==> config.mk <==
export PLATFORM = sky130hd
export DESIGN_NAME = data_arith_extend_pipe_flat
export DESIGN_NICKNAME = d
export VERILOG_FILES = /design/src/rtl/data_arith_extend_pipe_if.sv /design/src/rtl/data_arith_extend_pipe.sv /design/src/flat_wrapper.sv
export SDC_FILE = /design/constraint.sdc
export NUM_CORES = 1
export LEC_CHECK = 0
export ABC_AREA = 1
export CAP_MARGIN = 20
export CORE_MARGIN = 2
export CORE_UTILIZATION = 50
export CTS_CLUSTER_DIAMETER = 40
export DETAILED_ROUTE_END_ITERATION = 6
export GPL_TIMING_DRIVEN = 1
export HOLD_SLACK_MARGIN = 0.15
export PLACE_DENSITY = 0.85
export SKIP_CTS_REPAIR_TIMING = 1
export SLEW_MARGIN = 20
export SYNTH_ARGS = -nofsm -noshare
export SYNTH_HDL_FRONTEND = slang
export SYNTH_SLANG_ARGS = --single-unit
export TNS_END_PERCENT = 5
==> constraint.sdc <==
create_clock -name clk -period 4.9 [get_ports clk]
set_input_delay 0.735 -clock clk [delete_from_list [all_inputs] [get_ports clk]]
set_output_delay 0.735 -clock clk [all_outputs]
set_load 0.02 [all_outputs]
==> src/rtl/data_arith_extend_pipe_if.sv <==
// Handshake bundle for data_arith_extend_pipe: packed input lanes with per-lane
// extend mode on the upstream side, packed result lanes on the downstream side.
interface data_arith_extend_pipe_if #(
    parameter int IN_W  = 16,
    parameter int OUT_W = 32,
    parameter int DEPTH = 2
);
    logic [DEPTH*IN_W-1:0]  in;
    logic [DEPTH-1:0]       in_sign;
    logic                   in_valid;
    logic                   in_ready;
    logic [DEPTH*OUT_W-1:0] out;
    logic                   out_valid;
    logic                   out_ready;

    modport master (
        output in, in_sign, in_valid, out_ready,
        input  in_ready, out, out_valid
    );

    modport slave (
        input  in, in_sign, in_valid, out_ready,
        output in_ready, out, out_valid
    );
endinterface

==> src/rtl/data_arith_extend_pipe.sv <==
// Elastic pipeline that sign/zero-extends (or truncates) each input lane to OUT_W
// on entry, then carries the results through STAGES valid/ready register slots.
module data_arith_extend_pipe #(
    parameter int IN_W   = 16,
    parameter int OUT_W  = 32,
    parameter int DEPTH  = 2,
    parameter int STAGES = 2
) (
    input logic                     clk,
    input logic                     rst,
    data_arith_extend_pipe_if.slave bus
);
    localparam int LW = DEPTH * OUT_W;

    logic [LW-1:0]     ext_data;
    logic [STAGES-1:0] valid_q;
    logic [STAGES-1:0] valid_d;
    logic [STAGES-1:0] adv;
    logic [LW-1:0]     data_q [STAGES];
    logic [LW-1:0]     data_d [STAGES];
    logic              slot0_room;
    logic              accept;

    for (genvar i = 0; i < DEPTH; i++) begin : g_lane
        if (OUT_W > IN_W) begin : g_ext
            assign ext_data[i*OUT_W +: OUT_W] =
                {{(OUT_W-IN_W){bus.in_sign[i] & bus.in[i*IN_W+IN_W-1]}}, bus.in[i*IN_W +: IN_W]};
        end else if (OUT_W == IN_W) begin : g_copy
            logic unused_sign;
            assign unused_sign = bus.in_sign[i];
            assign ext_data[i*OUT_W +: OUT_W] = bus.in[i*IN_W +: IN_W];
        end else begin : g_trunc
            // Truncation ignores the mode bit and the dropped upper bits.
            logic unused_bits;
            assign unused_bits = ^{bus.in_sign[i], bus.in[i*IN_W+OUT_W +: IN_W-OUT_W]};
            assign ext_data[i*OUT_W +: OUT_W] = bus.in[i*IN_W +: OUT_W];
        end
    end

    // Walk from the output back: a slot moves when the slot ahead has room this edge.
    always_comb begin
        logic room;
        room = bus.out_ready;
        adv  = '0;
        for (int k = STAGES - 1; k >= 0; k--) begin
            adv[k] = valid_q[k] & room;
            room   = ~valid_q[k] | adv[k];
        end
        slot0_room = room;
    end

    always_comb begin
        accept = bus.in_valid & slot0_room;
        for (int k = 0; k < STAGES; k++) begin
            valid_d[k] = valid_q[k] & ~adv[k];
            data_d[k]  = data_q[k];
        end
        if (accept) begin
            valid_d[0] = 1'b1;
            data_d[0]  = ext_data;
        end
        for (int k = 1; k < STAGES; k++) begin
            if (adv[k-1]) begin
                valid_d[k] = 1'b1;
                data_d[k]  = data_q[k-1];
            end
        end
    end

    always_ff @(posedge clk or posedge rst) begin
        if (rst) begin
            valid_q <= '0;
            for (int k = 0; k < STAGES; k++) data_q[k] <= '0;
        end else begin
            valid_q <= valid_d;
            for (int k = 0; k < STAGES; k++) data_q[k] <= data_d[k];
        end
    end

    assign bus.in_ready  = slot0_room;
    assign bus.out_valid = valid_q[STAGES-1];
    assign bus.out       = data_q[STAGES-1];
endmodule

==> src/flat_wrapper.sv <==
// flat-port wrapper written by rule: the top's interface ports become plain ports
module data_arith_extend_pipe_flat 
#(
    parameter int IN_W   = 16,
    parameter int OUT_W  = 32,
    parameter int DEPTH  = 2,
    parameter int STAGES = 2
)
  (clk, rst, bus_in, bus_in_sign, bus_in_valid, bus_out_ready, bus_in_ready, bus_out, bus_out_valid);
  data_arith_extend_pipe_if #(.IN_W(IN_W), .OUT_W(OUT_W), .DEPTH(DEPTH)) bus_i ();
  input logic clk;
  input logic rst;
  input wire logic [$bits(bus_i.in)-1:0] bus_in;
  input wire logic [$bits(bus_i.in_sign)-1:0] bus_in_sign;
  input wire logic [$bits(bus_i.in_valid)-1:0] bus_in_valid;
  input wire logic [$bits(bus_i.out_ready)-1:0] bus_out_ready;
  output wire logic [$bits(bus_i.in_ready)-1:0] bus_in_ready;
  output wire logic [$bits(bus_i.out)-1:0] bus_out;
  output wire logic [$bits(bus_i.out_valid)-1:0] bus_out_valid;
  assign bus_i.in = bus_in;
  assign bus_i.in_sign = bus_in_sign;
  assign bus_i.in_valid = bus_in_valid;
  assign bus_i.out_ready = bus_out_ready;
  assign bus_in_ready = bus_i.in_ready;
  assign bus_out = bus_i.out;
  assign bus_out_valid = bus_i.out_valid;
  data_arith_extend_pipe #(.IN_W(IN_W), .OUT_W(OUT_W), .DEPTH(DEPTH), .STAGES(STAGES)) u_core (.clk(clk), .rst(rst), .bus(bus_i));
endmodule
# Yosys cells after proc, flatten, opt, wreduce, memory -nomap -nowiden
# Cells that the tools add are included.
[word_totals]
ff_bits = 100
output_inout_bits = 66
elab_cells = 18
inputBits = 38
[classes]
mux = 2
n_bitwise = 13
[op_table]
columns = ["cell", "count"]
rows = [
  ["$and 1x1->1", 7],
  ["$not 1->1", 4],
  ["$mux 1", 2],
  ["$or 1x1->1", 2],
]

# Depth between registers and ports, before layout
[depth]
word_depth = 6
depth_mapped = 6

# Worst setup path before layout
# No wires, ideal clock.
[synth_timing]
path_kind = "in2out"
from = "input port bus_out_ready"
to = "output port bus_in_ready"
setup_slack_ps = 2986
path_stages = 3
t_required_ps = 4165
t_arrival_ps = 1179
cell_sequence = "inv_1 nand3_4 buf_2"
[synth_via]
elab_chain_cells = 4
[synth_rtl]
columns = ["item", "line", "source"]
rows = [
  ["start, declared", "flat_wrapper.sv:16", "input wire logic [$bits(bus_i.out_ready)-1:0] bus_out_ready;"],
  ["$and 1x1->1", "data_arith_extend_pipe.sv:46", "adv[k] = valid_q[k] & room;"],
  ["$or 1x1->1", "data_arith_extend_pipe.sv:47", "room = ~valid_q[k] | adv[k];"],
  ["$and 1x1->1", "data_arith_extend_pipe.sv:46", ""],
  ["$or 1x1->1", "data_arith_extend_pipe.sv:47", ""],
  ["end, declared", "flat_wrapper.sv:17", "output wire logic [$bits(bus_i.in_ready)-1:0] bus_in_ready;"],
]
# No other way between the ends.

# Worst setup path after layout
# Ends and elaborated chain as after synthesis.

==> flow_summary.toml <==
[logic_synthesis]
syn_inst = 372
ys_top_cells_by_area = "dfrtp_1 53%, nand2_1 16%, buf_4 16%"
synth.distinct_cells = 12
synth_commonest_cells = "140 x nand2_1, 70 x dfrtp_1, 69 x buf_4"
ys.flop_type = "dfrtp_1"
synth_edf_count = 0
syn_area_mm2 = 0.00329
yosys_warnings = 0
yosys.area.top_type = "dfrtp_1"
ys_seq_area_share_pct = 53.3
synth_nets = 410
yosysMostFrequentCell = "nand2_1"
synth_seq_cells = 70
synth_top_area_share_pct = 53.3
avgSynthCellArea_um2 = 8.84
ys_async_sr_fraction_pct = 100

[setup_path]
cp_common_cell = "clkdlybuf4s50_1"
cp.arrival_ns = 2.28
end_kind = "output pin"
crit_required_ns = 4.16
worstReg2RegEnd = "u_core.bus.out[40]"
cp_cell_sequence = "clkdlybuf4s50_1 > inv_1 > nand3_4 > clkdlybuf4s50_1"
path_buf_inv = 3
critPathLaunchType = "primary input"
reg2reg_from = "u_core.valid_q[1]"
reg2reg_depth = 4
crit_fanout = 37
slowest_stage = "clkdlybuf4s50_1"
path_delay_family = "buffers and inverters"
r2r_slack_ns = 2.92
cpPeakStageDelay_ns = 0.66
criticalPathCategory = "primary input to output pin"

[place]
place_inst = 471
numPortBuffers = 103
dpl_worst_slack_ns = 1.87
dpl_cell_area_mm2 = 0.00383
routabilityCongestion = 0.729
place_hpwl_um = 4100

[global_route]
grt_util_all_layers_pct = 19.0
antenna_found_initial = 0
grt_overflow = 0
grt_max_degree = 71
grt_pass1_wl_um = 10800
grt_pass1_vias = 2366

[sta]
fin_crit_ns = 3.02
finClkSkew_ns = 0.00584
finalCritPeriodShare_pct = 61.6
relSlewSlack_pct = 43.0
setup_viol = 0
setup_ws_ns = 1.88
holdWs_ns = 0.472
rsz0062_at_grt = "false"
hold_viol_final = 0
worst_pin_slew_ns = 0.855
clock.fmax_mhz = 332
drv_slew = 0
tns_ns = 0

[floorplanning]
ios = 104
start_util_pct = 51.8
fp.coreArea_mm2 = 0.00635
die_x_um = 85.1
num_rows = 29
die_area_mm2 = 0.00724
dieHeight_um = 85.1

[routing]
drt_iter0_markers = 174
wire_per_inst_um = 13.1
vias = 2411
ant_nets = 0
dr.pass1.iters = 4
routed_wl_um = 6380
viasPerCell = 4.95
drc = 0

[clock_network]
clockBufferDepth = 2
cts_sinks = 70
htree_num_levels = 3
clkTransAtPathRegs_ns = 0.07
clock-root-buffer = "clkbuf_8"
clock_latency_ns = 0.34
cts_tree = "yes"
numCtsBuffers = 9

[pwr]
power.leakage_nw = 2.03
seq_power_share_pct = 41.8
clkPwrFrac_pct = 30.0
combPwrFrac_pct = 28.2
peakVddDrop_uv = 220
switching_share_pct = 30.0
power.switching_mw = 0.526
intPower_mw = 1.23
powerDensity_mw_per_mm2 = 432
finalPower_mw = 1.76

[layout]
drive_gt1_share_pct = 5.61
syn_to_final_growth_pct = 23.6
stdcell_area_mm2 = 0.00407
fin_util_pct = 64.0
diodes = 0
stdcell_count = 487
fillers = 532
finalNetCount = 443

[flow_run]
drv_cap = 0

[min_path]
hp-start = "u_core.bus.out[39]"
worstHoldPathType = "flip-flop to flip-flop"
holdPathEnd = "u_core.bus.out[39]"
whs_path_depth = 2

[outcome]
status = "finished, final reports clean"
## kinds of logic (layout without fill, tap and decap cells)
kind of cell,after synthesis,in the layout,synth area share (%)
simple gates,212,212,27.6
buf+inv,90,128,19.2
flops,70,70,53.3
## state kept, by name, indices dropped and copies added, names as in the netlist
register	flops
u_core.data_q	34
u_core.valid_q	2
u_core.bus.out	34
## tightest hold or removal path, delay by kind of cell (launching register included)
kind / cells / cell delay, ns
DFF: 1 / 0.35
and+or+nand+nor: 2 / 0.09
## routing by layer
layer  GRT usage, %  wire length [µm]  up-vias
li1               -                 -     1172
met1           24.8              2690     1131
met2           30.9              3060       98
met3           4.96               534       10
met4           6.93                90        0
met5              0                 0        -
## cells in the final DEF, fill, tap and decap left out, drive strengths merged
master / instances
bufinv: 2
nand2: 143
nand3: 69
buf: 3
clkdlybuf4s50: 103
clkbuf: 13
dfrtp: 70
inv: 6
clkinv: 1
## cell type report
cell class                 instances  area (µm²)  share of cell area [%]
clock buffer                      13         169                    4.16
clock inverter                     3        65.1                    1.60
inverter                           6        22.5                   0.554
multi-input combinational        212         907                    22.3
sequential                        70        1750                    43.1
tap                               77        96.3                    2.37
timing repair buffer             106        1050                    25.9
## how the worst max path moves through the flow
stage / startpoint / end / depth (start not counted)
finish: bus_out_ready / bus_in_ready / 4
global route: bus_out_ready / bus_in_ready / 4
CTS: bus_out_ready / bus_in_ready / 4
detailed placement: bus_out_ready / bus_in_ready / 4
global placement: bus_out_ready / bus_in_ready / 4
floorplan: rst / u_core.bus.out[0] / 1
## power by group through the flow
stage,clock [mW],combinational [mW],sequential (mW)
floorplan,0,0.399,0.727
detailed placement,0,0.501,0.745
CTS,0.540,0.502,0.736
global placement,0,0.492,0.740
global route,0.565,0.537,0.747
finish,0.528,0.495,0.734
Note: power is estimated with default switching activity, not from simulation.
